$ cat config.mk
export PLATFORM = sky130hd
export DESIGN_NAME = dsp_systolic_27x27s_feeder
export DESIGN_NICKNAME = d
export VERILOG_FILES = /design/src/rtl/dsp_systolic_pkg.sv /design/src/rtl/dsp_systolic_skew.sv /design/src/rtl/dsp_systolic_27x27s_feeder.sv
export SDC_FILE = /design/constraint.sdc
export NUM_CORES = 2
export LEC_CHECK = 0
export BUFFER_PORTS_ARGS = -buffer_cell sky130_fd_sc_hd__buf_2
export CAP_MARGIN = 10
export CELL_PAD_IN_SITES_DETAIL_PLACEMENT = 1
export CELL_PAD_IN_SITES_GLOBAL_PLACEMENT = 1
export CORE_MARGIN = 1
export CORE_UTILIZATION = 30
export DETAILED_ROUTE_END_ITERATION = 8
export PLACE_DENSITY_LB_ADDON = 0.15
export RECOVER_POWER = 25
export SLEW_MARGIN = 5
export SYNTH_ARGS = -nofsm -noshare
export SYNTH_HDL_FRONTEND = slang
export SYNTH_MEMORY_MAX_BITS = 65536
export SYNTH_SLANG_ARGS = --single-unit
$ cat constraint.sdc
create_clock -name clk -period 5.9 [get_ports clk]
set_input_delay 0.59 -clock clk [delete_from_list [all_inputs] [get_ports clk]]
set_output_delay 0.59 -clock clk [all_outputs]
set_load 0.005 [all_outputs]
$ cat src/rtl/dsp_systolic_pkg.sv
// Shared widths, tag type and latency helper for the 27x27 signed systolic
// dot-product engine and its operand feeder.
package dsp_systolic_pkg;

  localparam int AX_WIDTH_DEF       = 27;
  localparam int AY_WIDTH_DEF       = 27;
  localparam int NUM_DEF            = 10;
  localparam int PIPELINE_DEF       = 3;
  localparam int RESULT_A_WIDTH_DEF = 64;
  localparam int TAG_WIDTH_DEF      = 8;
  localparam int FIFO_DEPTH_DEF     = 16;

  typedef logic [TAG_WIDTH_DEF-1:0] tag_t;

  // Cycles from lane 0 of a wavefront on the engine inputs to its sum on eng_result.
  function automatic int dot_lat(input int num, input int pipeline);
    return num + pipeline - 1;
  endfunction

endpackage

$ cat src/rtl/dsp_systolic_skew.sv
// Triangular delay line: lane i is delayed by i+1 register stages, so one
// accepted beat leaves as a diagonal wavefront. Synchronous clear zeroes every stage.
module dsp_systolic_skew #(
  parameter int LANES = 10,
  parameter int WIDTH = 27
) (
  input  logic                   clk,
  input  logic                   clr,
  input  logic [LANES*WIDTH-1:0] din,
  output logic [LANES*WIDTH-1:0] dout
);

  for (genvar i = 0; i < LANES; i++) begin : g_lane
    logic [WIDTH-1:0] stage_r [0:i];

    // Shift lane i through its i+1 stages.
    always_ff @(posedge clk) begin
      if (clr) begin
        for (int k = 0; k <= i; k++) stage_r[k] <= {WIDTH{1'b0}};
      end else begin
        stage_r[0] <= din[i*WIDTH +: WIDTH];
        for (int k = 1; k <= i; k++) stage_r[k] <= stage_r[k-1];
      end
    end

    assign dout[i*WIDTH +: WIDTH] = stage_r[i];
  end

endmodule

$ cat src/rtl/dsp_systolic_27x27s_feeder.sv
// Operand feeder for the systolic dot-product chain: skews accepted vectors,
// tracks each wavefront to its result, and returns {result, tag} through a credited FIFO.
module dsp_systolic_27x27s_feeder
  import dsp_systolic_pkg::*;
#(
  parameter int AX_WIDTH       = AX_WIDTH_DEF,
  parameter int AY_WIDTH       = AY_WIDTH_DEF,
  parameter int NUM            = NUM_DEF,
  parameter int PIPELINE       = PIPELINE_DEF,
  parameter int RESULT_A_WIDTH = RESULT_A_WIDTH_DEF,
  parameter int TAG_WIDTH      = TAG_WIDTH_DEF,
  parameter int FIFO_DEPTH     = FIFO_DEPTH_DEF
) (
  input  logic                      clk,
  input  logic                      sclr,
  input  logic                      in_valid,
  output logic                      in_ready,
  input  logic [NUM*AX_WIDTH-1:0]   in_ax,
  input  logic [NUM*AY_WIDTH-1:0]   in_ay,
  input  logic [TAG_WIDTH-1:0]      in_tag,
  output logic [NUM*AX_WIDTH-1:0]   eng_ax,
  output logic [NUM*AY_WIDTH-1:0]   eng_ay,
  input  logic [RESULT_A_WIDTH-1:0] eng_result,
  output logic                      out_valid,
  input  logic                      out_ready,
  output logic [RESULT_A_WIDTH-1:0] out_result,
  output logic [TAG_WIDTH-1:0]      out_tag
);

  localparam int DOT_LAT = dot_lat(NUM, PIPELINE);
  localparam int PTR_W   = (FIFO_DEPTH > 1) ? $clog2(FIFO_DEPTH) : 1;
  localparam int CNT_W   = $clog2(FIFO_DEPTH + 1);
  localparam logic [PTR_W-1:0] PTR_LAST = PTR_W'(FIFO_DEPTH - 1);
  localparam logic [PTR_W-1:0] PTR_ONE  = PTR_W'(1);
  localparam logic [CNT_W-1:0] DEPTH_C  = CNT_W'(FIFO_DEPTH);

  if (FIFO_DEPTH < DOT_LAT + 2) begin : g_depth_chk
    $error("FIFO_DEPTH must be at least DOT_LAT+2");
  end

  logic                      in_ready_r, accept_s, push_s, pop_s;
  logic [NUM*AX_WIDTH-1:0]   skew_ax_s;
  logic [NUM*AY_WIDTH-1:0]   skew_ay_s;
  logic [DOT_LAT:0]          trk_valid_r;
  logic [TAG_WIDTH-1:0]      trk_tag_r [0:DOT_LAT];
  logic [RESULT_A_WIDTH-1:0] mem_res_r [0:FIFO_DEPTH-1];
  logic [TAG_WIDTH-1:0]      mem_tag_r [0:FIFO_DEPTH-1];
  logic [PTR_W-1:0]          wr_ptr_r, rd_ptr_r, wr_next_s, rd_next_s;
  logic [CNT_W-1:0]          fifo_cnt_r, fifo_cnt_next_s, avail_s, credit_r, credit_next_s;
  logic                      out_valid_r;
  logic [RESULT_A_WIDTH-1:0] out_result_r;
  logic [TAG_WIDTH-1:0]      out_tag_r;

  // in_ready is forced low while sclr is held so nothing is accepted into a clearing pipe.
  assign in_ready = in_ready_r & ~sclr;
  assign accept_s = in_valid & in_ready;
  assign push_s   = trk_valid_r[DOT_LAT];
  assign pop_s    = out_valid_r & out_ready;

  // Bubbles inject zeros so idle cycles add nothing to neighbouring wavefronts.
  always_comb begin
    if (accept_s) begin
      skew_ax_s = in_ax;
      skew_ay_s = in_ay;
    end else begin
      skew_ax_s = {(NUM*AX_WIDTH){1'b0}};
      skew_ay_s = {(NUM*AY_WIDTH){1'b0}};
    end
  end

  dsp_systolic_skew #(.LANES(NUM), .WIDTH(AX_WIDTH)) u_skew_ax (
    .clk(clk), .clr(sclr), .din(skew_ax_s), .dout(eng_ax)
  );

  dsp_systolic_skew #(.LANES(NUM), .WIDTH(AY_WIDTH)) u_skew_ay (
    .clk(clk), .clr(sclr), .din(skew_ay_s), .dout(eng_ay)
  );

  // Carry {valid, tag} alongside each wavefront until its sum is on eng_result.
  always_ff @(posedge clk) begin
    if (sclr) begin
      trk_valid_r <= {(DOT_LAT+1){1'b0}};
      for (int k = 0; k <= DOT_LAT; k++) trk_tag_r[k] <= {TAG_WIDTH{1'b0}};
    end else begin
      trk_valid_r  <= {trk_valid_r[DOT_LAT-1:0], accept_s};
      trk_tag_r[0] <= in_tag;
      for (int k = 1; k <= DOT_LAT; k++) trk_tag_r[k] <= trk_tag_r[k-1];
    end
  end

  // Next pointers, occupancy and credit count.
  always_comb begin
    if (pop_s) begin
      rd_next_s = (rd_ptr_r == PTR_LAST) ? {PTR_W{1'b0}} : rd_ptr_r + PTR_ONE;
    end else begin
      rd_next_s = rd_ptr_r;
    end
    if (push_s) begin
      wr_next_s = (wr_ptr_r == PTR_LAST) ? {PTR_W{1'b0}} : wr_ptr_r + PTR_ONE;
    end else begin
      wr_next_s = wr_ptr_r;
    end
    fifo_cnt_next_s = fifo_cnt_r + {{(CNT_W-1){1'b0}}, push_s} - {{(CNT_W-1){1'b0}}, pop_s};
    // Entries already stored before this edge's write: the show-ahead view lags a write by one cycle.
    avail_s         = fifo_cnt_r - {{(CNT_W-1){1'b0}}, pop_s};
    credit_next_s   = credit_r + {{(CNT_W-1){1'b0}}, accept_s} - {{(CNT_W-1){1'b0}}, pop_s};
  end

  // FIFO storage; a push while full only happens alongside a pop of the same slot.
  always_ff @(posedge clk) begin
    if (push_s) begin
      mem_res_r[wr_ptr_r] <= eng_result;
      mem_tag_r[wr_ptr_r] <= trk_tag_r[DOT_LAT];
    end
  end

  // FIFO control, registered head view and credit-based ready.
  always_ff @(posedge clk) begin
    if (sclr) begin
      rd_ptr_r     <= {PTR_W{1'b0}};
      wr_ptr_r     <= {PTR_W{1'b0}};
      fifo_cnt_r   <= {CNT_W{1'b0}};
      credit_r     <= {CNT_W{1'b0}};
      in_ready_r   <= 1'b1;
      out_valid_r  <= 1'b0;
      out_result_r <= {RESULT_A_WIDTH{1'b0}};
      out_tag_r    <= {TAG_WIDTH{1'b0}};
    end else begin
      rd_ptr_r    <= rd_next_s;
      wr_ptr_r    <= wr_next_s;
      fifo_cnt_r  <= fifo_cnt_next_s;
      credit_r    <= credit_next_s;
      in_ready_r  <= (credit_next_s < DEPTH_C);
      out_valid_r <= (avail_s != {CNT_W{1'b0}});
      if (avail_s != {CNT_W{1'b0}}) begin
        out_result_r <= mem_res_r[rd_next_s];
        out_tag_r    <= mem_tag_r[rd_next_s];
      end
    end
  end

  assign out_valid  = out_valid_r;
  assign out_result = out_result_r;
  assign out_tag    = out_tag_r;

endmodule

* After elaboration in Yosys (flattened, before gate mapping)
Memory sizes are Yosys's and may differ from the RTL's. A register that Yosys moved wholly into a read port is not among the register bits.
Cells that the tools add are included.
** Word-level totals
- Flip-flop bits (word level) :: 33
- Bits in writable memories :: 4226
- Input bits :: 616
- Output and inout port bits :: 614
- Logic and storage cells :: 303
- Memories :: 23
** Memories
- mem_res_r :: depth 16, width 64, read ports 1, clocked after Yosys merged registers in 1, write ports 1, RTL line dsp_systolic_27x27s_feeder.sv:46 : logic [RESULT_A_WIDTH-1:0] mem_res_r [0:FIFO_DEPTH-1];
- u_skew_ax.g_lane[9].stage_r :: depth 10, width 27, read ports 10, clocked after Yosys merged registers in 0, write ports 10, RTL line dsp_systolic_skew.sv:14 : logic [WIDTH-1:0] stage_r [0:i];
- u_skew_ay.g_lane[9].stage_r :: depth 10, width 27, read ports 10, clocked after Yosys merged registers in 0, write ports 10, RTL line dsp_systolic_skew.sv:14
- u_skew_ax.g_lane[8].stage_r :: depth 9, width 27, read ports 9, clocked after Yosys merged registers in 0, write ports 9, RTL line dsp_systolic_skew.sv:14
- u_skew_ay.g_lane[8].stage_r :: depth 9, width 27, read ports 9, clocked after Yosys merged registers in 0, write ports 9, RTL line dsp_systolic_skew.sv:14
- u_skew_ax.g_lane[7].stage_r :: depth 8, width 27, read ports 8, clocked after Yosys merged registers in 0, write ports 8, RTL line dsp_systolic_skew.sv:14
- 17 more memories
** Cells by class
- Add/subtract/negate cells :: 7
- Order comparisons :: 1
- Eq/ne operators :: 2
- Muxes and demuxes :: 135
- Bitwise logic cells :: 125
- Reduce and logical (&&, ||, !) cells :: 3
** Operators with widths (number)
- $mux 27 :: 110
- $mux 270 :: 2
- $or 1x1->1 :: 121
- $mux 8 :: 13
- $reduce_or 27->1 :: 2
- $sub 5x1->5 :: 3
- $mux 4 :: 3
- $add 5x1->5 :: 2
- $add 4x1->4 const B :: 2
- $eq 4x4->1 const B :: 2
- $mux 1 :: 7
- $lt 5x5->1 const B :: 1
- $reduce_bool 5->1 :: 1
- $and 1x1->1 :: 3
- $not 1->1 :: 1

* Longest topological paths before layout
- Depth in word-level cells :: 6
- Depth in mapped cells :: 16
- Gate-level depth less buffers :: 13

* Hierarchy
A second synthesis with hierarchy kept.
** Unflattened totals
- Cells, all modules :: 13144
- Area total of the unflattened synthesis :: 148641.3 µm²
** By module, submodules not included
- dsp_systolic_skew :: times used 2, cells each 3270, area an instance 40680.3 µm², seq. area each 29728.5 µm²
- dsp_systolic_27x27s_feeder :: times used 1, cells each 6604, area an instance 67280.8 µm², seq. area each 38777.2 µm²

* Least setup slack after synthesis
Ideal clock, no wire load.
- Path type :: input -> register
- From :: input out_ready
- To :: register out_result_r[37] (netlist: out_result[37]), read port of mem_res_r
- Library setup time :: 0.120 ns
- Arrival :: 3.237 ns
- Required time :: 5.780 ns
- Setup slack :: 2.543 ns
- Stages :: 13
- Path buffers :: 5
- Cell sequence :: nand2_2 -> inv_2 -> buf_2 -> clkbuf_1 -> clkbuf_1 -> nand2b_1 -> ha_1 -> nor4_1 -> or3_1 -> buf_2 -> clkbuf_1 -> nor4_1 -> a211o_1
** Between the ends
- Word-level cells in the longest chain between the ends :: 3
- Elaborated cells between the ends (all ways) :: 4
- Classes of those cells :: add/sub (1); mux (1); bitwise (1); reduce/logical (1)
** Ends and longest elaborated chain
- from (decl) :: RTL line dsp_systolic_27x27s_feeder.sv:25 : input logic out_ready,
- $and 1x1->1 (*) :: RTL line dsp_systolic_27x27s_feeder.sv:58 : assign pop_s = out_valid_r & out_ready;
- $sub 5x1->5 :: RTL line dsp_systolic_27x27s_feeder.sv:105 : avail_s = fifo_cnt_r - {{(CNT_W-1){1'b0}}, pop_s};
- $reduce_bool 5->1 :: RTL line dsp_systolic_27x27s_feeder.sv:135 : if (avail_s != {CNT_W{1'b0}}) begin
- to (decl) :: RTL line dsp_systolic_27x27s_feeder.sv:51 : logic [RESULT_A_WIDTH-1:0] out_result_r;
Mark *: on every way between the ends. The rest lies on a longest branch, timed or not.
A chain may end at the register's enable or synchronous reset.

* Worst setup path in the final report
- From :: register rd_ptr_r[0]
- To :: register out_result_r[63] (netlist: out_result[63]), read port of mem_res_r
** Between the ends
- Word-level cells in the longest chain between the ends :: 3
- Elaborated cells between the ends (all ways) :: 4
- Classes of those cells :: add/sub (1); eq/ne (1); mux (2)
** Ends and longest elaborated chain
- from (decl) :: RTL line dsp_systolic_27x27s_feeder.sv:48 : logic [PTR_W-1:0] wr_ptr_r, rd_ptr_r, wr_next_s, rd_next_s;
- from (signal assigned) :: RTL line dsp_systolic_27x27s_feeder.sv:120 : rd_ptr_r <= {PTR_W{1'b0}};
- from (signal assigned) :: RTL line dsp_systolic_27x27s_feeder.sv:129 : rd_ptr_r <= rd_next_s;
- $add 4x1->4 or $eq 4x4->1 (tied branches) :: RTL line dsp_systolic_27x27s_feeder.sv:94 : rd_next_s = (rd_ptr_r == PTR_LAST) ? {PTR_W{1'b0}} : rd_ptr_r + PTR_ONE;
- $mux 4 :: RTL line dsp_systolic_27x27s_feeder.sv:94
- $mux 4 (*) :: RTL line dsp_systolic_27x27s_feeder.sv:93 : if (pop_s) begin
Marked as above.

==> flow_metrics.py <==
metrics = {
    "setup_path": {
        "startpoint_type": "register",
        "cp_max_fo": 49,
        "critPathCaptureType": "register",
        "regToRegSetupSlack_ns": 0.97,
        "rr_worst_depth": 9,
        "critPathRequiredTime_ns": 6.82,
        "critPathCapture": "out_result[63]$_SDFFE_PP0P_",
        "critPathArrivalTime_ns": 5.85,
        "r2r_start": "rd_ptr_r[0]$_SDFF_PP0_",
        "rr_endpoint": "out_result[63]$_SDFFE_PP0P_",
        "worstSetupStartpoint": "rd_ptr_r[0]$_SDFF_PP0_",
        "worstSetupPathType": "reg -> reg",
    },
    "synth": {
        "synth_cell_type_count": 57,
        "synth_flop_cell": "dfxtp_1",
        "yosysWarnings": 0,
        "synth.avg_cell_area_um2": 11.6,
        "syn-cell-area_um2": 147000,
        "ys_ff_latch": 4331,
        "synthArstFlopShare_pct": 0,
        "syn_inst": 12615,
        "synth_nets": 13250,
        "synth_edf_count": 1152,
        "synth.yosys.seq_area_share_pct": 67.0,
    },
    "sta": {
        "fmaxAchievable_mhz": 203,
        "final-hold-violation-count": 0,
        "slew_viol_final": 220,
        "fin_crit_ns": 4.93,
        "worstMarginPinSlew_ns": 3.56,
        "final.hold.worst_slack_ns": 0.0975,
        "skew_ns": 0.0853,
        "setup_violations": 0,
        "finalCritPeriodShare_pct": 83.5,
        "relSlewSlack_pct": -137,
        "finalSetupTns_ns": 0,
        "rsz0062_at_grt": "no",
    },
    "cts": {
        "clkTransAtPathRegs_ns": 0.06,
        "cts_buffers": 470,
        "cts_tree": "done",
        "clkLatencyLatePin_ns": 1.01,
        "htree_levels": 5,
        "cts_root_buf": "clkbuf_16",
        "cts_resized": 0,
        "ctsLongestPathBuffers": 4,
        "cts_sinks": 4331,
    },
    "layout": {
        "drive_above_1_share_pct": 15.7,
        "area_growth_pct": 21.0,
        "nNetsFinal": 14252,
        "design_area_um2": 177000,
        "postLayoutCoreUtil_pct": 36.5,
    },
    "pwr": {
        "p_leak_nw": 69.8,
        "p_per_area_nw_per_um2": 389,
        "combPwrFrac_pct": 10.7,
        "pwr-share-seq_pct": 46.2,
        "p_switching_mw": 17.8,
        "p_int_mw": 51.2,
        "clock_power_share_pct": 43.1,
        "swShare_pct": 25.8,
        "ir_drop_v": 0.000478,
    },
    "grt": {
        "antenna_found_initial": 112,
        "grt_max_degree": 247,
        "grt_pass1_vias": 102935,
        "grt_pass1_wl_mm": 679,
        "grt_overflow": 0,
        "gr-usage-all-layers_pct": 18.1,
    },
    "floorplan": {
        "initial_core_util_pct": 30.1,
        "die_height_um": 701,
        "core_um2": 487000,
        "die_width_um": 701,
        "dieArea_um2": 492000,
        "ioPinCount": 1230,
        "fp-row-count": 256,
    },
    "detailed_routing": {
        "dr.pass1.iters": 5,
        "drc": 0,
        "wl_mm": 463,
        "drt_iter0_drc": 6178,
        "via_per_inst": 4.72,
        "num_vias": 97182,
        "post_drt_wl_per_cell_um": 22.5,
        "antenna_left": 0,
    },
    "outcome": {
        "violations": "max-capacitance violations, max-slew violations",
        "status": "finished, violations left",
    },
    "flow_run": {
        "max_cap_viol_count": 2,
    },
    "worst_hold_path": {
        "holdPathStages": 2,
        "min_path_type": "in -> reg",
    },
    "placement": {
        "dpl.hpwl_mm": 262,
        "gp_congestion": 0.772,
        "port_buffers": 1229,
        "dpl_cell_area_um2": 155000,
    },
}
[per-stage QoR]
step / worst slack, ns / instances / power, mW
6_report: 0.971 / 20597 / 69.1
4_1_cts: 1.85 / 20467 / 70.1
5_1_grt: 0.842 / 20570 / 71.9
3_5_place_dp: 1.28 / 18972 / 39.6
3_3_place_gp: 1.26 / 18972 / 39.4
2_1_floorplan: 2.54 / 12615 / 36.6
[power by group through the flow]
stage	Sequential (mW)	Combinational [mW]	Clock, mW
after CTS	31.9	7.46	30.8
after global routing	32.0	8.00	31.9
final	31.9	7.37	29.8
after detailed placement	32.6	7.04	0
after global placement	32.5	6.86	0
after floorplan	32.2	4.40	0
[state kept, by name, summed over array words and instances (netlist names)]
| signal | flops |
|---|---|
| out_result | 64 |
| credit_r | 5 |
| out_tag | 8 |
| wr_ptr_r | 4 |
| rd_ptr_r | 4 |
| out_valid | 1 |
| u_skew_ax.g_lane.stage_r | 1485 |
| mem_res_r | 1024 |
| in_ready_r | 1 |
| trk_valid_r | 13 |
| u_skew_ay.g_lane.stage_r | 1485 |
| mem_tag_r | 128 |
| fifo_cnt_r | 5 |
| trk_tag_r | 104 |
[routing by layer]
| layer | share of wire [%] | GRT usage (%) | vias to the layer above |
|---|---|---|---|
| li1 | - | - | 44947 |
| met1 | 41 | 22.0 | 48568 |
| met2 | 48 | 31.0 | 2612 |
| met3 | 5.9 | 3.73 | 1001 |
| met4 | 4.4 | 7.51 | 54 |
| met5 | 0.073 | 0 | - |
[worst min-delay path by stage]
stage	startpoint	to	slack [ns]
after global placement	u_skew_ax.g_lane[7].stage_r[0][55]$_SDFF_PP0_	u_skew_ax.g_lane[7].stage_r[0][82]$_SDFF_PP0_	0.41
after detailed placement	u_skew_ax.g_lane[7].stage_r[1][9]$_SDFF_PP0_	u_skew_ax.g_lane[7].stage_r[1][36]$_SDFF_PP0_	0.42
after floorplan	trk_tag_r[0][2]$_SDFF_PP0_	trk_tag_r[0][10]$_SDFF_PP0_	0.41
after CTS	in_ay[9]	u_skew_ay.g_lane[0].stage_r[0][9]$_SDFF_PP0_	0.003
final	in_ay[22]	u_skew_ay.g_lane[0].stage_r[0][22]$_SDFF_PP0_	0.1
after global routing	in_ay[22]	u_skew_ay.g_lane[0].stage_r[0][22]$_SDFF_PP0_	0.02
[worst max-delay path: stages, from the launching register on]
cell and delay, ns:
dfxtp_1 1.56, ha_1 0.57, and3_4 0.66, buf_12 0.37, buf_4 0.33, o21ai_0 0.13, a31oi_1 0.25, o32ai_1 0.13
a2111oi_1 0.55, a211o_1 0.19
[placed cells by master (no fill, tap or decap), types with 170 or more instances in the layout]
master / instances
dfxtp_1: 3178
nor2b_1: 2549
buf_2: 1162
edfxtp_1: 1152
nand3_1: 1072
nand2_1: 728
and3_1: 696
dlygate4sd3_1: 623
clkbuf_16: 476
o21ai_0: 431
a21oi_1: 223
clkbuf_1: 170
[cell usage after synthesis, drive strengths merged (3+ instances only)]
library cell,n,share of area [%]
a2111oi,71,0.48
a211o,74,0.44
a211oi,77,0.40
a21o,4,0.020
a21oi,223,0.76
a31oi,145,0.62
and2,18,0.077
and3,697,3.0
and4,71,0.42
buf,655,3.1
clkbuf,802,2.1
dfxtp,3179,43
edfxtp,1152,24
ha,17,0.15
inv,19,0.049
mux2,142,1.1
nand2,731,1.9
nand3,1074,3.7
nand4,143,0.61
nor2,16,0.041
nor2b,2551,11
nor4,72,0.31
o2111ai,72,0.43
o21ai,432,1.5
o221ai,71,0.42
o32ai,73,0.44
or3,3,0.013
xnor2,5,0.030
xor2,7,0.042
[logic make-up after synthesis]
| kind of cell | share of synthesized area [%] |
|---|---|
| muxes | 1.10 |
| xor gates and xnor gates | 0.0717 |
| DFF | 67.0 |
| buffers and inverters | 5.20 |
| adders and majority gates | 0.172 |
| and+or+nand+nor | 20.9 |
| AOI/OAI and AO/OA | 5.55 |
[layout make-up]
class / instances / area, um2
Fill cell: 52207 / 309000
Inverter: 19 / 86.3
Sequential cell: 4331 / 98200
Tap cell: 6450 / 8070
Clock buffer: 710 / 14100
Clock inverter: 162 / 1840
Timing Repair Buffer: 1987 / 13900
Multi-Input combinational cell: 6808 / 40900
Antenna cell: 130 / 325
[repair_timing]
action | CTS | global route
endpoints found under the hold margin | 1590 | 0
hold buffers | 623 | 0
setup buffers | 0 | 0
Power figures use the tool's default switching activity.
